<file path="config.mk">
export PLATFORM = sky130hd
export DESIGN_NAME = counter_sequencer_flat
export DESIGN_NICKNAME = d
export VERILOG_FILES = /design/src/rtl/counter_sequencer_if.sv /design/src/rtl/counter_sequencer.sv /design/src/flat_wrapper.sv
export SDC_FILE = /design/constraint.sdc
export NUM_CORES = 1
export LEC_CHECK = 0
export CAP_MARGIN = 40
export CORE_MARGIN = 2
export CORE_UTILIZATION = 30
export DETAILED_ROUTE_END_ITERATION = 12
export PLACE_DENSITY_LB_ADDON = 0.15
export SLEW_MARGIN = 5
export SYNTH_ARGS = -nofsm -noshare
export SYNTH_HDL_FRONTEND = slang
export SYNTH_SLANG_ARGS = --single-unit
</file>
<file path="constraint.sdc">
create_clock -name CLOCK_50 -period 2.77 [get_ports CLOCK_50]
set_clock_uncertainty 0.1 [all_clocks]
set_input_delay 0.554 -clock CLOCK_50 [delete_from_list [all_inputs] [get_ports CLOCK_50]]
set_output_delay 0.554 -clock CLOCK_50 [all_outputs]
set_load 0.01 [all_outputs]
</file>
<file path="src/rtl/counter_sequencer_if.sv">
// -----------------------------------------------------------------------------
// counter_sequencer_if
//
// Purpose:
//   Bundles the board-facing key/switch inputs and the counter outputs of the
//   counter sequencer. The clock and reset stay plain module ports.
//
// Signals:
//   key_load_n  raw push button, low = pressed, load command
//   key_step_n  raw push button, low = pressed, single-step command
//   key_run_n   raw push button, low = pressed, run/pause toggle
//   load_value  value loaded on a load command (from SW)
//   modulus     count range 0..modulus-1, 0 selects the full 2^WIDTH range
//   dir         0 = count up, 1 = count down
//   count       current count (registered)
//   state       00 IDLE, 01 RUN, 10 PAUSE
//   tick        one-cycle pulse when the prescaler expires in RUN
//   wrap        one-cycle pulse on the cycle the count wraps
//
// Modports:
//   master  board / testbench side: drives keys and switches, observes outputs
//   slave   the sequencer itself
// -----------------------------------------------------------------------------
interface counter_sequencer_if #(
  parameter int WIDTH = 8
);

  logic             key_load_n;
  logic             key_step_n;
  logic             key_run_n;
  logic [WIDTH-1:0] load_value;
  logic [WIDTH-1:0] modulus;
  logic             dir;
  logic [WIDTH-1:0] count;
  logic [1:0]       state;
  logic             tick;
  logic             wrap;

  modport master (
    output key_load_n,
    output key_step_n,
    output key_run_n,
    output load_value,
    output modulus,
    output dir,
    input  count,
    input  state,
    input  tick,
    input  wrap
  );

  modport slave (
    input  key_load_n,
    input  key_step_n,
    input  key_run_n,
    input  load_value,
    input  modulus,
    input  dir,
    output count,
    output state,
    output tick,
    output wrap
  );

endinterface

</file>
<file path="src/rtl/counter_sequencer.sv">
// -----------------------------------------------------------------------------
// counter_sequencer
//
// Purpose:
//   Control block for the board counter datapath. Conditions three active-low
//   push buttons (synchronise, debounce, press-edge detect), turns them into
//   load / single-step / run-pause commands, and owns the count register that
//   feeds the binary_to_BCD converter. In RUN the count advances on a tick
//   produced by a prescaler; the modulus and direction are programmable.
//
// Parameters:
//   WIDTH            count width
//   DEBOUNCE_CYCLES  consecutive stable synchronised samples to accept a level
//   TICK_DIV         clock cycles per auto-count tick in RUN (>= 2)
//
// Ports:
//   CLOCK_50  system clock, everything on the rising edge
//   reset     synchronous, active-high reset
//   bus       counter_sequencer_if.slave: keys, load_value, modulus, dir in;
//             count, state, tick, wrap out (all outputs registered)
// -----------------------------------------------------------------------------
module counter_sequencer #(
  parameter int WIDTH           = 8,
  parameter int DEBOUNCE_CYCLES = 16,
  parameter int TICK_DIV        = 50_000_000
) (
  input logic                CLOCK_50,
  input logic                reset,
  counter_sequencer_if.slave bus
);

  // Key indices into the conditioning vectors
  localparam int KEY_LOAD = 0;
  localparam int KEY_STEP = 1;
  localparam int KEY_RUN  = 2;

  // The debounce counter only ever needs to reach DEBOUNCE_CYCLES-1
  localparam int DCW = (DEBOUNCE_CYCLES > 1) ? $clog2(DEBOUNCE_CYCLES) : 1;
  localparam int PCW = $clog2(TICK_DIV);

  localparam logic [DCW-1:0] DEB_LAST   = DCW'(DEBOUNCE_CYCLES - 1);
  localparam logic [PCW-1:0] PRESC_LAST = PCW'(TICK_DIV - 1);

  typedef enum logic [1:0] {
    IDLE  = 2'b00,
    RUN   = 2'b01,
    PAUSE = 2'b10
  } state_e;

  logic [2:0]          keyRaw;
  logic [2:0]          keySync1_q;
  logic [2:0]          keySync2_q;
  logic [2:0]          keyDeb_q;
  logic [2:0]          keyDeb_d;
  logic [2:0][DCW-1:0] debCnt_q;
  logic [2:0][DCW-1:0] debCnt_d;
  logic [2:0]          keyEvt_q;
  logic [2:0]          keyEvt_d;

  logic                loadCmd;
  logic                runCmd;
  logic                stepCmd;

  state_e              state_q;
  state_e              state_d;
  logic [PCW-1:0]      presc_q;
  logic [PCW-1:0]      presc_d;
  logic                tick_q;
  logic                tick_d;
  logic [WIDTH-1:0]    count_q;
  logic [WIDTH-1:0]    count_d;
  logic                wrap_q;
  logic                wrap_d;

  logic [WIDTH-1:0]    lastVal;
  logic [WIDTH-1:0]    loadClamped;
  logic                advance;

  assign keyRaw = {bus.key_run_n, bus.key_step_n, bus.key_load_n};

  // Two-flop synchronisers, debounced levels and press-event flags for all
  // three keys. Everything idles at "released" so leaving reset with the keys
  // up never looks like a press.
  always_ff @(posedge CLOCK_50) begin
    if (reset) begin
      keySync1_q <= 3'b111;
      keySync2_q <= 3'b111;
      keyDeb_q   <= 3'b111;
      debCnt_q   <= '0;
      keyEvt_q   <= 3'b000;
    end else begin
      keySync1_q <= keyRaw;
      keySync2_q <= keySync1_q;
      keyDeb_q   <= keyDeb_d;
      debCnt_q   <= debCnt_d;
      keyEvt_q   <= keyEvt_d;
    end
  end

  // Debounce: any sample that agrees with the accepted level restarts the
  // count, so only an unbroken run of DEBOUNCE_CYCLES disagreeing samples
  // flips the level. Short glitches therefore vanish without an event.
  always_comb begin
    keyDeb_d = keyDeb_q;
    debCnt_d = debCnt_q;
    for (int i = 0; i < 3; i++) begin
      if (keySync2_q[i] == keyDeb_q[i]) begin
        debCnt_d[i] = '0;
      end else if (debCnt_q[i] == DEB_LAST) begin
        keyDeb_d[i] = keySync2_q[i];
        debCnt_d[i] = '0;
      end else begin
        debCnt_d[i] = debCnt_q[i] + DCW'(1);
      end
    end
  end

  // A press is the accepted level going 1 -> 0; releases are not events.
  assign keyEvt_d = keyDeb_q & ~keyDeb_d;

  // Coincident events resolve as load > run > step; the losers are dropped.
  assign loadCmd = keyEvt_q[KEY_LOAD];
  assign runCmd  = keyEvt_q[KEY_RUN] & ~loadCmd;
  assign stepCmd = keyEvt_q[KEY_STEP] & ~loadCmd & ~keyEvt_q[KEY_RUN];

  // Control state, prescaler and count registers with their pulse outputs.
  always_ff @(posedge CLOCK_50) begin
    if (reset) begin
      state_q <= IDLE;
      presc_q <= '0;
      tick_q  <= 1'b0;
      count_q <= '0;
      wrap_q  <= 1'b0;
    end else begin
      state_q <= state_d;
      presc_q <= presc_d;
      tick_q  <= tick_d;
      count_q <= count_d;
      wrap_q  <= wrap_d;
    end
  end

  // Run/pause FSM. Load forces IDLE from anywhere; the run key toggles
  // between RUN and PAUSE once started from IDLE.
  always_comb begin
    state_d = state_q;
    if (loadCmd) begin
      state_d = IDLE;
    end else if (runCmd) begin
      case (state_q)
        IDLE:    state_d = RUN;
        RUN:     state_d = PAUSE;
        PAUSE:   state_d = RUN;
        default: state_d = IDLE;
      endcase
    end
  end

  // Prescaler. It only counts while the FSM stays in RUN, so the cycle that
  // enters PAUSE already freezes it and a later resume continues from the
  // partial value. IDLE (and any start from IDLE) begins from zero.
  always_comb begin
    presc_d = presc_q;
    tick_d  = 1'b0;
    if (state_d == IDLE || state_q == IDLE) begin
      presc_d = '0;
    end else if (state_q == RUN && state_d == RUN) begin
      if (presc_q == PRESC_LAST) begin
        presc_d = '0;
        tick_d  = 1'b1;
      end else begin
        presc_d = presc_q + PCW'(1);
      end
    end
  end

  // Top of the counting range; a modulus of zero means the full width.
  assign lastVal = (bus.modulus == '0) ? '1 : bus.modulus - WIDTH'(1);

  // Loaded values outside the range are clamped to the top of the range.
  assign loadClamped = (bus.modulus == '0 || bus.load_value < bus.modulus)
                       ? bus.load_value : lastVal;

  // tick_q can only be high after a RUN -> RUN cycle, so it alone marks an
  // auto advance; steps are honoured everywhere except RUN.
  assign advance = tick_q | (stepCmd & (state_q != RUN));

  // Count update. A count left above the range by a runtime modulus change
  // is pulled back to zero (with a wrap) on the next advance in either
  // direction.
  always_comb begin
    count_d = count_q;
    wrap_d  = 1'b0;
    if (loadCmd) begin
      count_d = loadClamped;
    end else if (advance) begin
      if (!bus.dir) begin
        if (count_q >= lastVal) begin
          count_d = '0;
          wrap_d  = 1'b1;
        end else begin
          count_d = count_q + WIDTH'(1);
        end
      end else begin
        if (count_q == '0) begin
          count_d = lastVal;
          wrap_d  = 1'b1;
        end else if (count_q > lastVal) begin
          count_d = '0;
          wrap_d  = 1'b1;
        end else begin
          count_d = count_q - WIDTH'(1);
        end
      end
    end
  end

  assign bus.count = count_q;
  assign bus.state = state_q;
  assign bus.tick  = tick_q;
  assign bus.wrap  = wrap_q;

endmodule

</file>
<file path="src/flat_wrapper.sv">
// flat-port wrapper written by rule: the top's interface ports become plain ports
module counter_sequencer_flat 
#(
  parameter int WIDTH           = 8,
  parameter int DEBOUNCE_CYCLES = 16,
  parameter int TICK_DIV        = 50_000_000
)
  (CLOCK_50, reset, bus_key_load_n, bus_key_step_n, bus_key_run_n, bus_load_value, bus_modulus, bus_dir, bus_count, bus_state, bus_tick, bus_wrap);
  counter_sequencer_if #(.WIDTH(WIDTH)) bus_i ();
  input logic CLOCK_50;
  input logic reset;
  input wire logic [$bits(bus_i.key_load_n)-1:0] bus_key_load_n;
  input wire logic [$bits(bus_i.key_step_n)-1:0] bus_key_step_n;
  input wire logic [$bits(bus_i.key_run_n)-1:0] bus_key_run_n;
  input wire logic [$bits(bus_i.load_value)-1:0] bus_load_value;
  input wire logic [$bits(bus_i.modulus)-1:0] bus_modulus;
  input wire logic [$bits(bus_i.dir)-1:0] bus_dir;
  output wire logic [$bits(bus_i.count)-1:0] bus_count;
  output wire logic [$bits(bus_i.state)-1:0] bus_state;
  output wire logic [$bits(bus_i.tick)-1:0] bus_tick;
  output wire logic [$bits(bus_i.wrap)-1:0] bus_wrap;
  assign bus_i.key_load_n = bus_key_load_n;
  assign bus_i.key_step_n = bus_key_step_n;
  assign bus_i.key_run_n = bus_key_run_n;
  assign bus_i.load_value = bus_load_value;
  assign bus_i.modulus = bus_modulus;
  assign bus_i.dir = bus_dir;
  assign bus_count = bus_i.count;
  assign bus_state = bus_i.state;
  assign bus_tick = bus_i.tick;
  assign bus_wrap = bus_i.wrap;
  counter_sequencer #(.WIDTH(WIDTH), .DEBOUNCE_CYCLES(DEBOUNCE_CYCLES), .TICK_DIV(TICK_DIV)) u_core (.CLOCK_50(CLOCK_50), .reset(reset), .bus(bus_i));
endmodule
</file>
==> results.sh <==
export IMPL_run_status="completed"
export IMPL_power_density_nw_per_um2=441
export IMPL_setup_viol=0
export IMPL_final_util=0.414
export IMPL_die_w_um=114
export IMPL_path_class="input pin to flip-flop"
export IMPL_finalSetupTns_ns=0
export IMPL_synth_ff_type="dfxtp_1"
export IMPL_synth_area_leader_cell="dfxtp_1"
export IMPL_cp_max_fo=3
export IMPL_synth_seq_area_share=0.341
export IMPL_clk_latency_ns=0.32
export IMPL_drt_iter0_drc=151
export IMPL_dr_pass1_iters=4
export IMPL_hold_class="flip-flop to flip-flop"
export IMPL_cts_buffers_inserted=9
export IMPL_critPathLaunchType="input pin"
export IMPL_n_antenna_cell=0
export IMPL_synth_edff_count=0
export IMPL_grt_pass1_wl_um=15600
export IMPL_netlist_cell_type_count=54
export IMPL_h_tree_depth=3
export IMPL_critPathArrivalTime_ns=2.68
export IMPL_initial_core_util=0.305
export IMPL_dr_total_vias=3234
export IMPL_leakagePower_nw=1.92
export IMPL_drc=0
export IMPL_wl_met2_um=4070
export IMPL_die_y_um=114
export IMPL_layout_nets=555
export IMPL_synth_top_cell_area_share=0.341
export IMPL_maxCapViolCount=0
export IMPL_wl_um=8950
export IMPL_layout_cells_non_filler=660
export IMPL_dieArea_um2=13000
export IMPL_drive_gt1_frac=0.232
export IMPL_dp_hpwl_um=6580
export IMPL_cts_tree="built"
export IMPL_portBuffers=33
export IMPL_power_mw=2.17
export IMPL_ys_top_cells_by_area="dfxtp_1 (34%), ha_1 (8.3%), nor2_1 (6.6%)"
export IMPL_dr_max_layer_used="met4"
export IMPL_syn_area_per_cell_um2=8.48
export IMPL_min_period_over_period=0.941
export IMPL_worstPathRequired_ns=2.85
export IMPL_grt_antenna_before_repair=0
export IMPL_clk_path_buf_depth=2
export IMPL_rsz0062_at_grt="false"
export IMPL_ant_nets=0
export IMPL_irDropWorstVdd_mv=0.281
export IMPL_clock_sinks=62
export IMPL_max_freq_mhz=384
export IMPL_wl_met1_um=4450
export IMPL_synthCells=429
export IMPL_num_rows=40
export IMPL_finalMaxSlewViolations=0
export IMPL_syn_to_final_growth_pct=35.4
export IMPL_grt_ovfl_total=0
export IMPL_final_common_cell="dfxtp_1"
export IMPL_netlist_area_um2=3640
export IMPL_mostFrequentLayoutCells="dfxtp_1 (62), nor2_1 (60), buf_4 (50), nand2_1 (31), nand3_1 (29)"
export IMPL_cts_hold_buffers=0
export IMPL_tightest_slew_ns=0.508
export IMPL_core_area_um2=11900
export IMPL_final_min_clock_period_ns=2.61
export IMPL_cts_root_buf="clkbuf_16"
export IMPL_path_clk_slew_ns=0.05
export IMPL_dr_wl_met3_um=269
export IMPL_async_reset_ff_frac=0
export IMPL_fill_cells=1198
export IMPL_track_usage=0.149
export IMPL_gp_congestion=0.851
export IMPL_first_global_vias=3263
export IMPL_ys_warnings_count=0
export IMPL_timing_final_hold_violations=0
export IMPL_avgRoutedWirePerCell_um=13.6
export IMPL_io_pins=34
export IMPL_ys_seq_elements=62
export IMPL_grt_max_degree=25
export IMPL_critPathCaptureType="flip-flop"
export IMPL_relSlewSlack=0.661
export IMPL_synth_nets=475
export IMPL_avgViaCountPerCell=4.90
export IMPL_dp_cells=636
## critical path: stages
cell and delay [ns]:
buf_2 0.13, nor4_4 0.32, buf_4 0.17, o21ai_1 0.06, nor2_1 0.12, a21oi_2 0.05
ha_1 0.29, nand4_1 0.17, buf_4 0.20, a31oi_4 0.21, nor3_2 0.06, buf_4 0.15
nand2_1 0.07, a41oi_2 0.11
## through the flow
step	hold slack, ns	setup WS, ns	instance area (um^2)
global placement	0.295	-0.580	4410
detailed placement	0.296	-0.636	4410
global route	0.330	0.00773	4930
finish	0.305	0.163	4930
CTS	0.309	-0.0201	4860
floorplan	0.289	0.00974	3640
## cell type report
class                      count  area, um^2  area share
tap                          147         184      0.0373
sequential                    62        1240       0.252
multi-input combinational    335        2450       0.498
clock inverter                 3        20.0     0.00406
clock buffer                  12         256      0.0521
timing repair buffer          84         706       0.143
inverter                      17        63.8      0.0130
## metal layers
metal  up-vias  track usage
met5         -            0
met2        49        0.235
met4         0       0.0545
met1      1505        0.203
met3        10       0.0296
li1       1670            -
## cells in the mapped netlist (all sizes together) (2+ instances only)
| cell | instances |
|---|---|
| nor2 | 66 |
| dfxtp | 62 |
| nand2 | 31 |
| nand3 | 30 |
| xor2 | 27 |
| ha | 24 |
| xnor2 | 23 |
| inv | 17 |
| a21oi | 14 |
| nor3 | 14 |
| nand4 | 13 |
| clkbuf | 12 |
| and3 | 11 |
| nand2b | 7 |
| o21ai | 7 |
| or2 | 7 |
| a31oi | 6 |
| mux2i | 6 |
| nor4 | 6 |
| o221ai | 5 |
| a21o | 4 |
| a211oi | 3 |
| and2 | 3 |
| buf | 3 |
| nor4b | 3 |
| o211ai | 3 |
| a211o | 2 |
| mux2 | 2 |
| or3 | 2 |
## cell families (layout without fill, tap and decap cells)
group	count (synthesis)	in the layout	share of synthesized area
buffers and inverters	32	116	0.0358
adders and majority gates	24	24	0.0825
muxes	8	8	0.0237
xor gates and xnor gates	50	50	0.120
and+or+nand+nor	197	197	0.282
DFF	62	62	0.341
AOI/OAI and AO/OA	56	56	0.114
## sequential cells by signal (all words and copies together) (netlist names)
name               flops
u_core.keySync1_q      3
u_core.bus.tick        1
u_core.keySync2_q      3
u_core.bus.state       2
u_core.debCnt_q       12
u_core.bus.count       8
u_core.keyEvt_q        3
u_core.keyDeb_q        3
u_core.presc_q        26
u_core.bus.wrap        1
## what timing repair did
action | CTS | global route
buffers inserted | 8 | 2
endpoints found under the setup margin | 9 | 9
pin swaps | 18 | 20
gates resized for setup | 32 | 31
## report_power, final
group          switching [mW]  internal, mW
registers             0.00265         0.898
clock network           0.387         0.647
logic                   0.108         0.131
total                   0.498          1.68
## path summary, 6_finish.rpt
path | from | to | slack (ns) | cells after the start
worst min register to register | u_core.keySync1_q[0] | u_core.keySync2_q[0] | 0.30 | 1
worst max-delay path | bus_modulus[3] | u_core.bus.count[2] | 0.16 | 14
worst min-delay path | u_core.keySync1_q[0] | u_core.keySync2_q[0] | 0.30 | 1
worst max register to register | u_core.bus.count[1] | u_core.bus.count[3] | 0.48 | 9
No activity file was read; power rests on OpenSTA's default activity.
